==> src/rtl/ecap5_dproc_pkg.sv <==
// Shared types and constants for the memory-port arbiter.
package ecap5_dproc_pkg;

    // Arbiter bus-cycle states.
    typedef enum logic [1:0] {
        IDLE    = 2'd0,
        REQUEST = 2'd1,
        WAIT    = 2'd2
    } mem_arb_state_t;

    // Which requester owns the transaction currently on the bus.
    typedef enum logic {
        OWNER_IF = 1'b0,
        OWNER_LS = 1'b1
    } mem_arb_owner_t;

    // Instruction fetches always move a full 32-bit word.
    localparam logic [3:0] WB_SEL_WORD = 4'hF;

endpackage

==> src/rtl/mem_arb_watchdog.sv <==
// Saturating cycle counter that flags the cycle in which an outstanding bus
// transaction reaches its time limit. o_expired is asserted one cycle before
// the count reaches LIMIT, so the registered abort lands LIMIT+1 cycles after
// the grant.
module mem_arb_watchdog #(
    parameter int LIMIT = 64
) (
    input  logic i_clk,
    input  logic i_rst,
    input  logic i_clear,
    input  logic i_enable,
    output logic o_expired
);

    localparam int W = $clog2(LIMIT + 1);

    logic [W-1:0] r_count;

    // Count busy cycles; cleared on each new grant, stops at the limit.
    always_ff @(posedge i_clk or posedge i_rst) begin
        if (i_rst) begin
            r_count <= '0;
        end else if (i_clear) begin
            r_count <= '0;
        end else if (i_enable && (r_count != W'(LIMIT))) begin
            r_count <= r_count + W'(1);
        end
    end

    assign o_expired = i_enable && (r_count == W'(LIMIT - 1));

endmodule

==> src/rtl/mem_arbiter.sv <==
// Arbitrates the single pipelined Wishbone master port between instruction
// fetch (IF) and load/store (LS). LS has priority, but after MAX_LS_STREAK
// consecutive LS grants taken while IF was waiting, IF is served once.
// One transaction is outstanding at a time; a watchdog aborts transactions
// that are never acknowledged.
//
// Requester handshake: a requester raises *_req_i with its fields and keeps
// them stable until it sees *_ack_o or *_err_o (a one-cycle pulse). Dropping
// the request mid-transaction does not cancel it. A requester that has no
// further work must drop *_req_i in the cycle the pulse is visible, otherwise
// the still-high request is taken as a new one.
module mem_arbiter
    import ecap5_dproc_pkg::*;
#(
    parameter int MAX_LS_STREAK  = 4,
    parameter int TIMEOUT_CYCLES = 64
) (
    input  logic           clk_i,
    input  logic           rst_i,
    input  logic           if_req_i,
    input  logic [31:0]    if_addr_i,
    input  logic           ls_req_i,
    input  logic [31:0]    ls_addr_i,
    input  logic           ls_we_i,
    input  logic [3:0]     ls_sel_i,
    input  logic [31:0]    ls_data_i,
    output logic           if_ack_o,
    output logic           ls_ack_o,
    output logic           if_err_o,
    output logic           ls_err_o,
    output logic [31:0]    rdata_o,
    output logic [31:0]    wb_adr_o,
    output logic [31:0]    wb_dat_o,
    output logic [3:0]     wb_sel_o,
    output logic           wb_we_o,
    output logic           wb_stb_o,
    output logic           wb_cyc_o,
    input  logic [31:0]    wb_dat_i,
    input  logic           wb_ack_i,
    input  logic           wb_stall_i,
    output mem_arb_state_t dbg_state_o
);

    localparam int SW = $clog2(MAX_LS_STREAK + 1);

    mem_arb_state_t r_state;
    mem_arb_state_t w_next_state;
    mem_arb_owner_t r_owner;
    logic [SW-1:0]  r_streak;
    logic           w_streak_full;
    logic           w_grant;
    logic           w_grant_ls;
    logic           w_complete;
    logic           w_abort;
    logic           w_busy;
    logic           w_expired;

    logic [31:0]    r_adr;
    logic [31:0]    r_dat;
    logic [3:0]     r_sel;
    logic           r_we;
    logic           r_stb;
    logic           r_cyc;
    logic [31:0]    r_rdata;
    logic           r_if_ack;
    logic           r_ls_ack;
    logic           r_if_err;
    logic           r_ls_err;

    assign w_streak_full = (r_streak == SW'(MAX_LS_STREAK));
    assign w_busy        = (r_state != IDLE);

    mem_arb_watchdog #(
        .LIMIT(TIMEOUT_CYCLES)
    ) u_watchdog (
        .i_clk    (clk_i),
        .i_rst    (rst_i),
        .i_clear  (w_grant),
        .i_enable (w_busy),
        .o_expired(w_expired)
    );

    // State register.
    always_ff @(posedge clk_i or posedge rst_i) begin
        if (rst_i) begin
            r_state <= IDLE;
        end else begin
            r_state <= w_next_state;
        end
    end

    // Next state, grant decision and completion/abort events.
    always_comb begin
        w_next_state = r_state;
        w_grant      = 1'b0;
        w_grant_ls   = 1'b0;
        w_complete   = 1'b0;
        w_abort      = 1'b0;
        case (r_state)
            IDLE: begin
                if (if_req_i || ls_req_i) begin
                    w_grant      = 1'b1;
                    w_grant_ls   = ls_req_i && !(if_req_i && w_streak_full);
                    w_next_state = REQUEST;
                end
            end
            REQUEST: begin
                // An ack can only accompany the cycle the strobe is accepted;
                // it beats a coinciding watchdog expiry.
                if (!wb_stall_i && wb_ack_i) begin
                    w_complete   = 1'b1;
                    w_next_state = IDLE;
                end else if (w_expired) begin
                    w_abort      = 1'b1;
                    w_next_state = IDLE;
                end else if (!wb_stall_i) begin
                    w_next_state = WAIT;
                end
            end
            WAIT: begin
                if (wb_ack_i) begin
                    w_complete   = 1'b1;
                    w_next_state = IDLE;
                end else if (w_expired) begin
                    w_abort      = 1'b1;
                    w_next_state = IDLE;
                end
            end
            default: begin
                w_next_state = IDLE;
            end
        endcase
    end

    // LS streak: counts LS grants that made a waiting IF request wait longer.
    always_ff @(posedge clk_i or posedge rst_i) begin
        if (rst_i) begin
            r_streak <= '0;
        end else if (w_grant) begin
            if (w_grant_ls && if_req_i) begin
                if (!w_streak_full) begin
                    r_streak <= r_streak + SW'(1);
                end
            end else begin
                r_streak <= '0;
            end
        end
    end

    // Registered bus outputs, captured request fields and requester pulses.
    always_ff @(posedge clk_i or posedge rst_i) begin
        if (rst_i) begin
            r_owner  <= OWNER_IF;
            r_adr    <= '0;
            r_dat    <= '0;
            r_sel    <= '0;
            r_we     <= 1'b0;
            r_stb    <= 1'b0;
            r_cyc    <= 1'b0;
            r_rdata  <= '0;
            r_if_ack <= 1'b0;
            r_ls_ack <= 1'b0;
            r_if_err <= 1'b0;
            r_ls_err <= 1'b0;
        end else begin
            r_if_ack <= 1'b0;
            r_ls_ack <= 1'b0;
            r_if_err <= 1'b0;
            r_ls_err <= 1'b0;
            if (w_grant) begin
                r_owner <= w_grant_ls ? OWNER_LS : OWNER_IF;
                r_adr   <= w_grant_ls ? ls_addr_i : if_addr_i;
                r_dat   <= w_grant_ls ? ls_data_i : 32'h0;
                r_sel   <= w_grant_ls ? ls_sel_i : WB_SEL_WORD;
                r_we    <= w_grant_ls ? ls_we_i : 1'b0;
                r_stb   <= 1'b1;
                r_cyc   <= 1'b1;
            end
            if ((r_state == REQUEST) && !wb_stall_i) begin
                r_stb <= 1'b0;
            end
            if (w_complete || w_abort) begin
                r_stb <= 1'b0;
                r_cyc <= 1'b0;
            end
            if (w_complete) begin
                r_rdata <= wb_dat_i;
                if (r_owner == OWNER_LS) begin
                    r_ls_ack <= 1'b1;
                end else begin
                    r_if_ack <= 1'b1;
                end
            end
            if (w_abort) begin
                if (r_owner == OWNER_LS) begin
                    r_ls_err <= 1'b1;
                end else begin
                    r_if_err <= 1'b1;
                end
            end
        end
    end

    assign wb_adr_o    = r_adr;
    assign wb_dat_o    = r_dat;
    assign wb_sel_o    = r_sel;
    assign wb_we_o     = r_we;
    assign wb_stb_o    = r_stb;
    assign wb_cyc_o    = r_cyc;
    assign rdata_o     = r_rdata;
    assign if_ack_o    = r_if_ack;
    assign ls_ack_o    = r_ls_ack;
    assign if_err_o    = r_if_err;
    assign ls_err_o    = r_ls_err;
    assign dbg_state_o = r_state;

endmodule

==> config.mk <==
export PLATFORM = sky130hd
export DESIGN_NAME = mem_arbiter
export DESIGN_NICKNAME = d
export VERILOG_FILES = /design/src/rtl/ecap5_dproc_pkg.sv /design/src/rtl/mem_arb_watchdog.sv /design/src/rtl/mem_arbiter.sv
export SDC_FILE = /design/constraint.sdc
export NUM_CORES = 1
export LEC_CHECK = 0
export CAP_MARGIN = 20
export CORE_MARGIN = 1.5
export CORE_UTILIZATION = 35
export CTS_CLUSTER_SIZE = 20
export DETAILED_ROUTE_END_ITERATION = 16
export PLACE_DENSITY = 0.83
export SYNTH_ARGS = -nofsm -noshare
export SYNTH_HDL_FRONTEND = slang
export SYNTH_SLANG_ARGS = --single-unit
export TNS_END_PERCENT = 1
==> constraint.sdc <==
create_clock -name clk_i -period 4.5 [get_ports clk_i]
set_clock_uncertainty 0.05 [all_clocks]
set_input_delay 0.9 -clock clk_i [delete_from_list [all_inputs] [get_ports clk_i]]
set_output_delay 0.9 -clock clk_i [all_outputs]
set_load 0.02 [all_outputs]
==> Word level (Yosys, flattened, before mapping) <==
Index checks and enable logic that the tools add are counted.
{ "word_totals": {"input_bits": 139, "register_bits": 120} }
{ "op_classes": {"addsub": 2, "reduce_logical": 18, "eq_ne": 9, "mux": 37} }
{ "ops": {"columns": ["cell", "n"], "rows": [
  ["32-bit 2-to-1 mux", 2],
  ["1-bit 2-to-1 mux", 21],
  ["7-bit 2-to-1 mux", 2],
  ["2-bit 2-to-1 mux", 6],
  ["7-bit by 1-bit adder with 7-bit output (second input constant)", 1],
  ["7-bit by 6-bit == test with 1-bit output (second input constant)", 1],
  ["1-bit logical AND", 7],
  ["7-bit inequality test (second input constant)", 1],
  ["3-bit 2-to-1 mux", 2],
  ["2-bit one-hot mux with 3 select lines", 1],
  ["2-bit nonzero test", 3],
  ["4-bit 2-to-1 mux", 1],
  ["2-bit inequality test (second input constant)", 2],
  ["4-bit by 3-bit inequality test with 1-bit output (second input constant)", 1],
  ["1-bit one-hot mux with 2 select lines", 2],
  ["3-bit by 1-bit adder with 3-bit output (second input constant)", 1],
  ["3-bit == test (second input constant)", 1],
  ["3-bit by 2-bit inequality test with 1-bit output (second input constant)", 1],
  ["3-bit AND reduction", 1],
  ["3-bit nonzero test", 1],
  ["2-bit by 1-bit == test with 1-bit output (second input constant)", 1],
  ["2-bit == test (second input constant)", 1],
  ["1-bit logical NOT", 2],
  ["2-bit logical NOT", 1],
  ["other kinds (2)", 3]
]} }

==> Logic depth before layout (Yosys ltp) <==
Gate-level depths: netlist of the first run.
{ "logic_depth": {"depth_word": 9, "ltp_mapped": 9, "ltp_nobuf": 6} }

==> Modules after synthesis <==
Synthesis of the first run repeated with hierarchy kept, for this count alone.
{ "hier_totals": {"cells_unflattened": 436, "area_unflattened_um2": 4978.5} }
{ "by_module_without_submodules": {"columns": ["mod", "area_each_um2", "cells_per_inst", "instances"], "rows": [
  ["mem_arbiter", 4539.4, 389, 1],
  ["mem_arb_watchdog", 439.2, 47, 1]
]} }

==> Least setup slack after synthesis of the first run <==
Ideal clock, no wire load.
{ "synth_timing": {"path_type": "input-to-reg", "from": "input port wb_stall_i", "to": "register r_rdata[10] (netlist: rdata_o[10])", "cell_stages": 4, "t_arrival_ns": 1.744, "n_path_buf": 1, "t_required_ns": 4.325, "setup_time_ns": 0.125, "slack_ns": 2.581, "path_cell_list": "nor2b_2 > o211ai_4 > buf_4 > mux2_2"} }
{ "synth_via": {"elab_chain_len": 4} }
{ "synth_rtl": {"columns": ["item", "line_no", "text"], "rows": [
  ["start: declaration", "mem_arbiter.sv:40", "input logic wb_stall_i,"],
  ["1-bit logical NOT", "mem_arbiter.sv:110", "if (!wb_stall_i && wb_ack_i) begin"],
  ["1-bit logical AND", "mem_arbiter.sv:110", null],
  ["1-bit 2-to-1 mux", "mem_arbiter.sv:110", null],
  ["1-bit one-hot mux with 2 select lines", "mem_arbiter.sv:99", "case (r_state)"],
  ["end signal: assignment", "mem_arbiter.sv:187", "r_rdata <= wb_dat_i;"],
  ["end: declaration", "mem_arbiter.sv:64", "logic [31:0] r_rdata;"]
]} }
Every way passes these cells.
A chain may end at the register's enable or synchronous reset.

==> Worst setup path after layout of the first run <==
{ "layout_timing": {"from": "input port if_req_i", "to": "register r_adr[11] (netlist: wb_adr_o[11])"} }
{ "layout_via": {"elab_chain_len": 6} }
{ "layout_rtl": {"columns": ["item", "line_no", "text"], "rows": [
  ["start: declaration", "mem_arbiter.sv:20", "input logic if_req_i,"],
  ["1-bit logical AND", "mem_arbiter.sv:103", "w_grant_ls = ls_req_i && !(if_req_i && w_streak_full);"],
  ["1-bit logical NOT", "mem_arbiter.sv:103", null],
  ["1-bit logical AND", "mem_arbiter.sv:103", null],
  ["1-bit 2-to-1 mux", "mem_arbiter.sv:101", "if (if_req_i || ls_req_i) begin"],
  ["1-bit 2-to-1 mux", "mem_arbiter.sv:99", null],
  ["32-bit 2-to-1 mux", "mem_arbiter.sv:172", "r_adr <= w_grant_ls ? ls_addr_i : if_addr_i;"],
  ["end signal: assignment", "mem_arbiter.sv:172", null],
  ["end: declaration", "mem_arbiter.sv:58", "logic [31:0] r_adr;"]
]} }
Several ways; a longest one is shown, not always the timed one.

==> results of run 1 <==
==> per-stage QoR <==
stage | util, % | instances | total power [W] | hold slack, ns | area (sq um)
6_report | 59.7 | 856 | 0.00634 | 0.395 | 8220
5_1_grt | 59.7 | 856 | 0.00667 | 0.430 | 8220
4_1_cts | 59.5 | 855 | 0.00637 | 0.402 | 8190
3_5_place_dp | 54.6 | 823 | 0.00479 | 0.396 | 7510
3_3_place_gp | 54.6 | 823 | 0.00469 | 0.384 | 7510
2_1_floorplan | - | 419 | 0.00345 | 0.367 | 4910
==> cell families after synthesis <==
family / after synthesis
AOI/OAI and AO/OA: 119
xor gates and xnor gates: 3
adders and majority gates: 7
buffers and inverters: 37
DFF: 120
muxes: 35
and+or+nand+nor: 98
==> report_power, final <==
part           switching [W]  internal, W
Combinational        0.00148      0.00142
Clock               0.000474      0.00107
Sequential          0.000305      0.00159
==> cell type report <==
type                    count  area (sq um)  area share [%]
repair buffers            252          2540            30.9
flip-flops and latches    120          3000            36.5
clock buffers              20           457            5.56
multi-input cells         262          1730            21.1
well taps                 180           225            2.74
clock inverters            12           221            2.69
inverters                  10          40.0           0.487
==> synthesized netlist by cell type, drive strengths merged <==
| library cell | instances |
|---|---|
| o21ai | 8 |
| dfrtp | 120 |
| ha | 7 |
| nand4b | 2 |
| o211a | 1 |
| nor4 | 1 |
| a32o | 1 |
| clkbuf | 7 |
| nand3 | 3 |
| xnor2 | 1 |
| inv | 10 |
| a221o | 1 |
| o211ai | 1 |
| nor2 | 43 |
| a21boi | 1 |
| o22a | 4 |
| a21oi | 65 |
| o31ai | 1 |
| and2 | 2 |
| and3 | 1 |
| mux2 | 32 |
| nor3 | 2 |
| a31o | 1 |
| nand2 | 40 |
| nand2b | 1 |
| a31oi | 1 |
| buf | 20 |
| a311oi | 1 |
| nor2b | 3 |
| xor2 | 2 |
| a22o | 33 |
| mux2i | 3 |
==> critical path: stages <==
cell,delay [ns]
clkdlybuf4s50_1,0.53
nand3_1,0.17
and3_2,0.51
buf_4,0.50
a21oi_1,0.13
a21oi_1,0.20
==> registers in the layout, indices dropped and copies added, names as in the netlist <==
name	cells
wb_dat_o	32
wb_we_o	1
ls_ack_o	1
if_ack_o	1
dbg_state_o	2
wb_stb_o	1
rdata_o	32
wb_cyc_o	1
u_watchdog.r_count	7
if_err_o	1
wb_sel_o	4
ls_err_o	1
r_streak	3
r_owner	1
wb_adr_o	32
==> placed cells by master, fill, tap and decap left out, types with 2 or more instances in the layout <==
| master | n |
|---|---|
| mux2_2 | 32 |
| o22a_1 | 4 |
| dfrtp_1 | 120 |
| xor2_1 | 2 |
| clkbuf_8 | 2 |
| a22o_1 | 33 |
| clkinv_2 | 2 |
| o21ai_0 | 6 |
| clkinvlp_4 | 3 |
| bufinv_16 | 6 |
| a21oi_1 | 65 |
| nand3_1 | 3 |
| nand2_1 | 40 |
| inv_1 | 9 |
| buf_4 | 3 |
| clkdlybuf4s50_1 | 247 |
| ha_1 | 7 |
| and2_1 | 2 |
| nor2_1 | 43 |
| clkbuf_16 | 17 |
| mux2i_1 | 3 |
==> metal layers <==
layer  GRT usage, %  vias to the layer above
met2           33.3                      185
met3           4.42                       22
met5              0                        -
met1           21.3                     2095
li1               -                     1950
met4           8.90                        0
==> worst max path at each step <==
stage             start              to  slack, ns  depth (start not counted)
2_1_floorplan     rst_i  dbg_state_o[0]       0.36                          1
3_5_place_dp   if_req_i    wb_adr_o[11]       1.44                          6
6_report       if_req_i    wb_adr_o[11]       1.80                          6
4_1_cts        if_req_i    wb_adr_o[11]       1.86                          6
5_1_grt        if_req_i    wb_adr_o[11]       1.64                          6
3_3_place_gp   if_req_i    wb_adr_o[14]       1.55                          6
==> key figures, run 1 <==
Die
  • Die area: between 10000 and 15000 sq um
  • Effective utilization at floorplan: between 30% and 40%
  • Die extent in x: 121 um
  • Core Area: ~14000 sq um
  • Die Span Y: 121 um
  • Rows: 43
  • IO Count: about 250

Run
  • Max-cap violations: 0

Logic synthesis
  • Ranking of synthesized cells by area: dfrtp_1 (61%), mux2_2 (7.3%), a21oi_1 (6.6%), a22o_1 (5.9%), nor2_1 (3.3%)
  • Synth Net Count: 565
  • Mean Syn Cell Area: 11.7 sq um
  • Synth Warn #: 0
  • Combinational family with the most area after synthesis: compound AO/OA/AOI/OAI gates
  • XOR/XNOR Fraction of Synth Area: 0.535%
  • #FFs+latches synth: 120
  • Post-Synthesis Cells: 419
  • Adder-Cell Fraction of Synth Area: 1.78%
  • Sequential fraction of the synthesis area: 61.1%
  • Synth Area in Compound Gates: 15.9%
  • Simple-Gate Fraction of Synth Area: 8.69%
  • Yosys top cell by area: dfrtp_1
  • Mapped cell area: just under 5000 sq um
  • Distinct cells, synth: 38
  • Multiplexer share of the synthesized area: under 10%
  • Share of the synthesized area in the top cell type: 61.1%

Critical path
  • Worst-path maximum fanout: 45
  • Worst Path Arrival: 2.97 ns
  • Crit path launch type: primary input
  • R2R setup slack: approximately 2 ns
  • Crit end category: flip-flop
  • Worst R2R Path Depth: 6
  • Critical Path RT: 4.77 ns
  • RR Endpoint: wb_adr_o[11]
  • Setup Crit Path Kind: in2reg
  • RR Startpoint: dbg_state_o[1]

Outcome
  • Status: complete, no violations

Drt
  • Vias/cell: between 4 and 5
  • Avg WL per Cell: 16.5 um
  • ANT nets after route: 0
  • Initial drt markers: 224
  • Met1 Wirelength: 5520 um
  • WL met3: between 900 and 1000 um
  • Final WL: 14100 um
  • DRC errors left: 0
  • Met2 wire len: 7380 um
  • Via count: 4252
  • Top routing layer used: met4
  • 1st-pass router iterations: 4

GRT
  • Vias in the first global route: 4281
  • Global-route wire length before repair: ~21000 um
  • Largest net degree at the start of global routing: between 60 and 70
  • Remaining global-route overflow: 0
  • Initial antenna violation count: 0
  • Tot GR Track Use: 18.8%

Clock network
  • H-tree levels: 4
  • # clock sinks: 120
  • Worst-skew pair later-pin latency: roughly 0.40 ns
  • CTS Buffer Depth: 2
  • CTS Hold Bufs: 0
  • TritonCTS buffer count: 17
  • Postcts setup bufs: 0
  • Reg clk slew, reported paths: 0.05 ns
  • Root Driver: clkbuf_16
  • CTS tree: built
  • PostCTS Resize Cnt: 0

Finish
  • N_diodes: 0
  • Syn-to-layout area delta: 67.3%
  • FILL cells: 1094
  • Share of cells above drive strength 1: 11.4%
  • Layout net count: 809

STA
  • Max-slew headroom: 28.4%
  • Tmin final: about 2.7 ns
  • Setup tns final: 0 ns
  • Final cycle utilization of the critical path: 60.1%
  • Worst slew pin tran: 1.07 ns
  • Max Transition Viols Final: 0
  • Max Freq: 0.370 GHz
  • Final hold vios: 0
  • Final WS setup: roughly 1.8 ns
  • RSZ-0062 raised after global routing: no
  • Setup violators final: 0

Worst hold path
  • Hold Path End: if_ack_o
  • Hold crit path type: reg2reg
  • Hold path cells: 1
  • HP Start: r_owner

Place
  • GPL Wtd Cong: roughly 0.84
  • Final HPWL from detailed placement: around 10000 um
  • IO buf count: around 250
  • Place WS: 1.44 ns

Power
  • Power per Cell Area: 772 nW/um^2
  • Leakage: ~3.6 nW
  • Worst VDD drop: 0.308 mV
(Power assumes the default switching activity.)
==> run 2: changes to the inputs <==
- clock period: 4.5 -> 2.62 ns (I/O delays scaled with it)
==> key figures, run 2 (synthesis gave the netlist of run 1 again) <==
Outcome
  • Status: complete, no violations

Drt
  • Initial drt markers: 217
  • ANT nets after route: 0
  • Via count: approximately 4200
  • Avg WL per Cell: about 16 um
  • Vias/cell: 4.89
  • Final WL: 13600 um
  • 1st-pass router iterations: 5
  • DRC errors left: 0

Critical path
  • Setup Crit Path Kind: reg2reg
  • Crit path launch type: flip-flop
  • Worst Path Arrival: 2.28 ns
  • Crit end category: flip-flop
  • Worst-path maximum fanout: 67
  • Critical Path RT: 2.89 ns

Finish
  • Syn-to-layout area delta: 67.7%
  • Commonest non-fill, non-tap cell in the layout: clkdlybuf4s50_1
  • Final Cell Area: 8240 sq um
  • Commonest cells after routing, fill and taps aside: clkdlybuf4s50_1 (247), dfrtp_1 (120), a21oi_1 (65), nor2_1 (43), nand2_1 (40)
  • Share of cells above drive strength 1: around an eighth
  • Layout net count: 814
  • N_diodes: 0

STA
  • Tmin final: 2.01 ns
  • Final WS setup: 0.606 ns
  • Final hold vios: 0
  • Max Freq: 0.497 GHz
  • Max-slew headroom: 58.7%
  • Setup tns final: 0 ns
  • RSZ-0062 raised after global routing: no
  • Final cycle utilization of the critical path: about three quarters
  • Worst slew pin tran: 0.620 ns
  • Setup violators final: 0
  • Max Transition Viols Final: 0

Die
  • Effective utilization at floorplan: 35.7%
  • Die area: 14800 sq um
  • IO Count: 248
  • Die Span Y: 121 um
  • Core Area: about 14000 sq um
  • Die extent in x: 121 um
  • Rows: 43

Clock network
  • CTS Buffer Depth: 2
  • PostCTS Resize Cnt: 0
  • Root Driver: clkbuf_16
  • CTS Hold Bufs: 0
  • TritonCTS buffer count: 17
  • Worst-skew pair later-pin latency: about 0.4 ns
  • Reg clk slew, reported paths: 0.06 ns
  • # clock sinks: 120
  • CTS tree: built
  • H-tree levels: 4
  • Postcts setup bufs: 0

Place
  • IO buf count: between 200 and 250
  • Final HPWL from detailed placement: 9530 um
  • DP Area: 7580 sq um
  • Place WS: 0.389 ns
  • GPL Wtd Cong: 0.748

GRT
  • Vias in the first global route: 4228
  • Met3 Resource Use GR: about 4.4%
  • Tot GR Track Use: 18.7%
  • GRT Max-Usage Layer: met2
  • Largest net degree at the start of global routing: 118
  • Initial antenna violation count: 0
  • Met2 Use GR: 31.8%
  • Remaining global-route overflow: 0
  • Global-route wire length before repair: ~21000 um
  • Routing usage on met1: 22.0%

Worst hold path
  • Hold crit path type: in2async

Power
  • Power per Cell Area: 1310 nW/um^2
  • Worst VDD drop: 0.468 mV
  • Leakage: 3.57 nW
  • Power consumption: 0.0108 W

Run
  • Max-cap violations: 0
[run 2: metal layers]
metal	part of all wire, %	up-vias
met4	2.0	0
met2	52	168
met1	40	2054
met3	5.5	23
met5	0	-
li1	-	1962
[run 2: area by class of cell]
type                            count  area, sq um
Tap cell                          180          225
Clock buffer                       17          425
Fill cell                        1131         5540
Timing Repair Buffer              257         2580
Inverter                           10         41.3
Clock inverter                     15          226
Multi-Input combinational cell    262         1730
Sequential cell                   120         3000
[run 2: path summary, 6_finish.rpt]
| check | start | to | slack [ns] | depth (start not counted) |
|---|---|---|---|---|
| setup / recovery | dbg_state_o[0] | wb_adr_o[22] | 0.61 | 6 |
| hold / removal | rst_i | rdata_o[7] | 0.31 | 2 |
| setup reg to reg | dbg_state_o[0] | wb_adr_o[22] | 0.61 | 6 |
| hold reg to reg | r_owner | if_ack_o | 0.38 | 1 |
| max in group asynchronous | rst_i | wb_dat_o[6] | 1.41 | 3 |
| min in group clk_i | r_owner | if_ack_o | 0.38 | 1 |
[run 2: worst max-delay path: stages (launching register included)]
cell and delay (ns):
dfrtp_1 0.41, inv_1 0.10, ha_1 0.44, and3_2 0.30, buf_12 0.28, a21oi_1 0.13
a21oi_1 0.19
[run 2: stage by stage]
| step | hold WS, ns | utilization [%] | instances |
|---|---|---|---|
| finish | 0.311 | 59.8 | 861 |
| global route | 0.303 | 59.8 | 861 |
| CTS | 0.290 | 59.8 | 861 |
| detailed placement | 0.377 | 55.1 | 829 |
| global placement | 0.377 | 55.1 | 829 |
| floorplan | 0.367 | - | 419 |
[run 2: power by group]
group / internal, W / switching [W]
sequential: 0.00273 / 0.000490
clock: 0.00169 / 0.000841
combinational: 0.00249 / 0.00255
==> run 3: changes to the inputs <==
- clock period: 2.62 -> 1.98 ns (I/O delays scaled with it)
==> key figures, run 3 (synthesis gave the netlist of run 1 again) <==
Drt
  • Met2 wire len: 7370 um
  • Via count: 4279
  • WL met3: between 800 and 900 um
  • DRC errors left: 0
  • Final WL: 14100 um
  • Initial drt markers: 201
  • Top routing layer used: met4
  • Avg WL per Cell: 16.3 um
  • Vias/cell: 4.94
  • 1st-pass router iterations: 4
  • Met1 Wirelength: roughly 5500 um
  • ANT nets after route: 0

STA
  • Max-slew headroom: 74.0%
  • Tmin final: 1.90 ns
  • Final cycle utilization of the critical path: 96.1%
  • Final hold vios: 0
  • Max Transition Viols Final: 0
  • RSZ-0062 raised after global routing: no
  • Hold slack: 0.396 ns
  • Setup tns final: 0 ns
  • Setup violators final: 0
  • Worst slew pin tran: 0.390 ns
  • Max Freq: 0.526 GHz
  • Final WS setup: 0.0779 ns

Critical path
  • Crit end category: primary output
  • Max incr delay on CP: 0.64 ns
  • Worst path bufs/invs: 1
  • Setup Crit Path Kind: reg2out
  • Critical path's top delay family: buffers and inverters
  • Crit-path slowest cell: clkdlybuf4s50_1
  • Worst-path cell chain: clkdlybuf4s50_1
  • Worst-path maximum fanout: 4
  • Worst Path Arrival: 1.46 ns
  • Critical Path RT: about 1.5 ns
  • Crit path launch type: flip-flop

Outcome
  • Status: complete, no violations

Place
  • Placed cells: 834
  • Final HPWL from detailed placement: 10100 um
  • Place WS: around 0.018 ns
  • GPL Wtd Cong: between 0.7 and 0.8
  • IO buf count: 247

Clock network
  • CTS tree: built
  • TritonCTS buffer count: 17
  • Reg clk slew, reported paths: 0.05 ns
  • # clock sinks: 120
  • PostCTS Resize Cnt: 0
  • H-tree levels: 4
  • Postcts setup bufs: 0
  • Root Driver: clkbuf_16
  • CTS Buffer Depth: 2
  • CTS Hold Bufs: 0
  • Worst-skew pair later-pin latency: 0.41 ns

Die
  • Die extent in x: 121 um
  • Rows: 43
  • Die area: around 15000 sq um
  • IO Count: around 250
  • Effective utilization at floorplan: ~36%
  • Die Span Y: 121 um
  • Core Area: approximately 14000 sq um

Power
  • Power per Cell Area: 1750 nW/um^2
  • Sw power: slightly above 0.005 W
  • Sequential share of power: 29.3%
  • Clock share of power: 23.9%
  • Switching part of the total: 35.5%
  • Worst VDD drop: around 0.63 mV
  • Pint: 0.00942 W
  • Logic pwr share: approximately 47%
  • Leakage: 3.65 nW

GRT
  • Vias in the first global route: 4491
  • Largest net degree at the start of global routing: 71
  • Remaining global-route overflow: 0
  • Tot GR Track Use: 19.4%
  • Initial antenna violation count: 0
  • Global-route wire length before repair: between 20000 and 25000 um

Finish
  • Syn-to-layout area delta: 70.2%
  • Commonest cells after routing, fill and taps aside: clkdlybuf4s50_1 (247), dfrtp_1 (120), a21oi_1 (65), nor2_1 (43), nand2_1 (40)
  • Share of cells above drive strength 1: roughly 13%
  • N_diodes: 0
  • Final Non-Filler Cells: approximately 870
  • Commonest non-fill, non-tap cell in the layout: clkdlybuf4s50_1
  • Layout net count: 819
  • Final core utilization: 60.7%

Run
  • Max-cap violations: 0

Worst hold path
  • Hold crit path type: in2async
==> run 3: power groups by stage <==
| stage | Combinational, W | Sequential, W | Clock, W |
|---|---|---|---|
| 2_1_floorplan | 0.00229 | 0.00555 | 0 |
| 3_3_place_gp | 0.00667 | 0.00423 | 0 |
| 3_5_place_dp | 0.00686 | 0.00430 | 0 |
| 4_1_cts | 0.00689 | 0.00428 | 0.00357 |
| 5_1_grt | 0.00731 | 0.00441 | 0.00368 |
| 6_report | 0.00684 | 0.00428 | 0.00348 |
==> run 3: through the flow <==
step | instance area, sq um | total power (W)
5_1_grt | 8360 | 0.0154
4_1_cts | 8360 | 0.0147
2_1_floorplan | 4920 | 0.00785
3_5_place_dp | 7700 | 0.0112
6_report | 8360 | 0.0146
3_3_place_gp | 7700 | 0.0109
==> run 3: path summary, 6_finish.rpt <==
kind	slack, ns	endpoint	cells past startpoint	start
max	0.08	dbg_state_o[0]	1	dbg_state_o[0]
max in group asynchronous	1.12	wb_adr_o[30]	3	rst_i
min	0.40	rdata_o[16]	3	rst_i
min reg2reg	0.40	if_ack_o	1	r_owner
min in group clk_i	0.40	if_ack_o	1	r_owner
max reg2reg	0.12	rdata_o[4]	6	dbg_state_o[1]
==> run 3: area by class of cell <==
type	instances	area (sq um)
multi-input combinational	262	1730
clock inverter	14	226
sequential	120	3000
tap	180	225
clock buffer	18	439
inverter	10	41.3
fill	1092	5410
timing repair buffer	262	2700
==> run 3: per-layer routing <==
| layer | GRT usage, % | vias up |
|---|---|---|
| li1 | - | 1971 |
| met3 | 5.26 | 32 |
| met5 | 0 | - |
| met2 | 34.0 | 167 |
| met1 | 21.6 | 2109 |
| met4 | 9.63 | 0 |
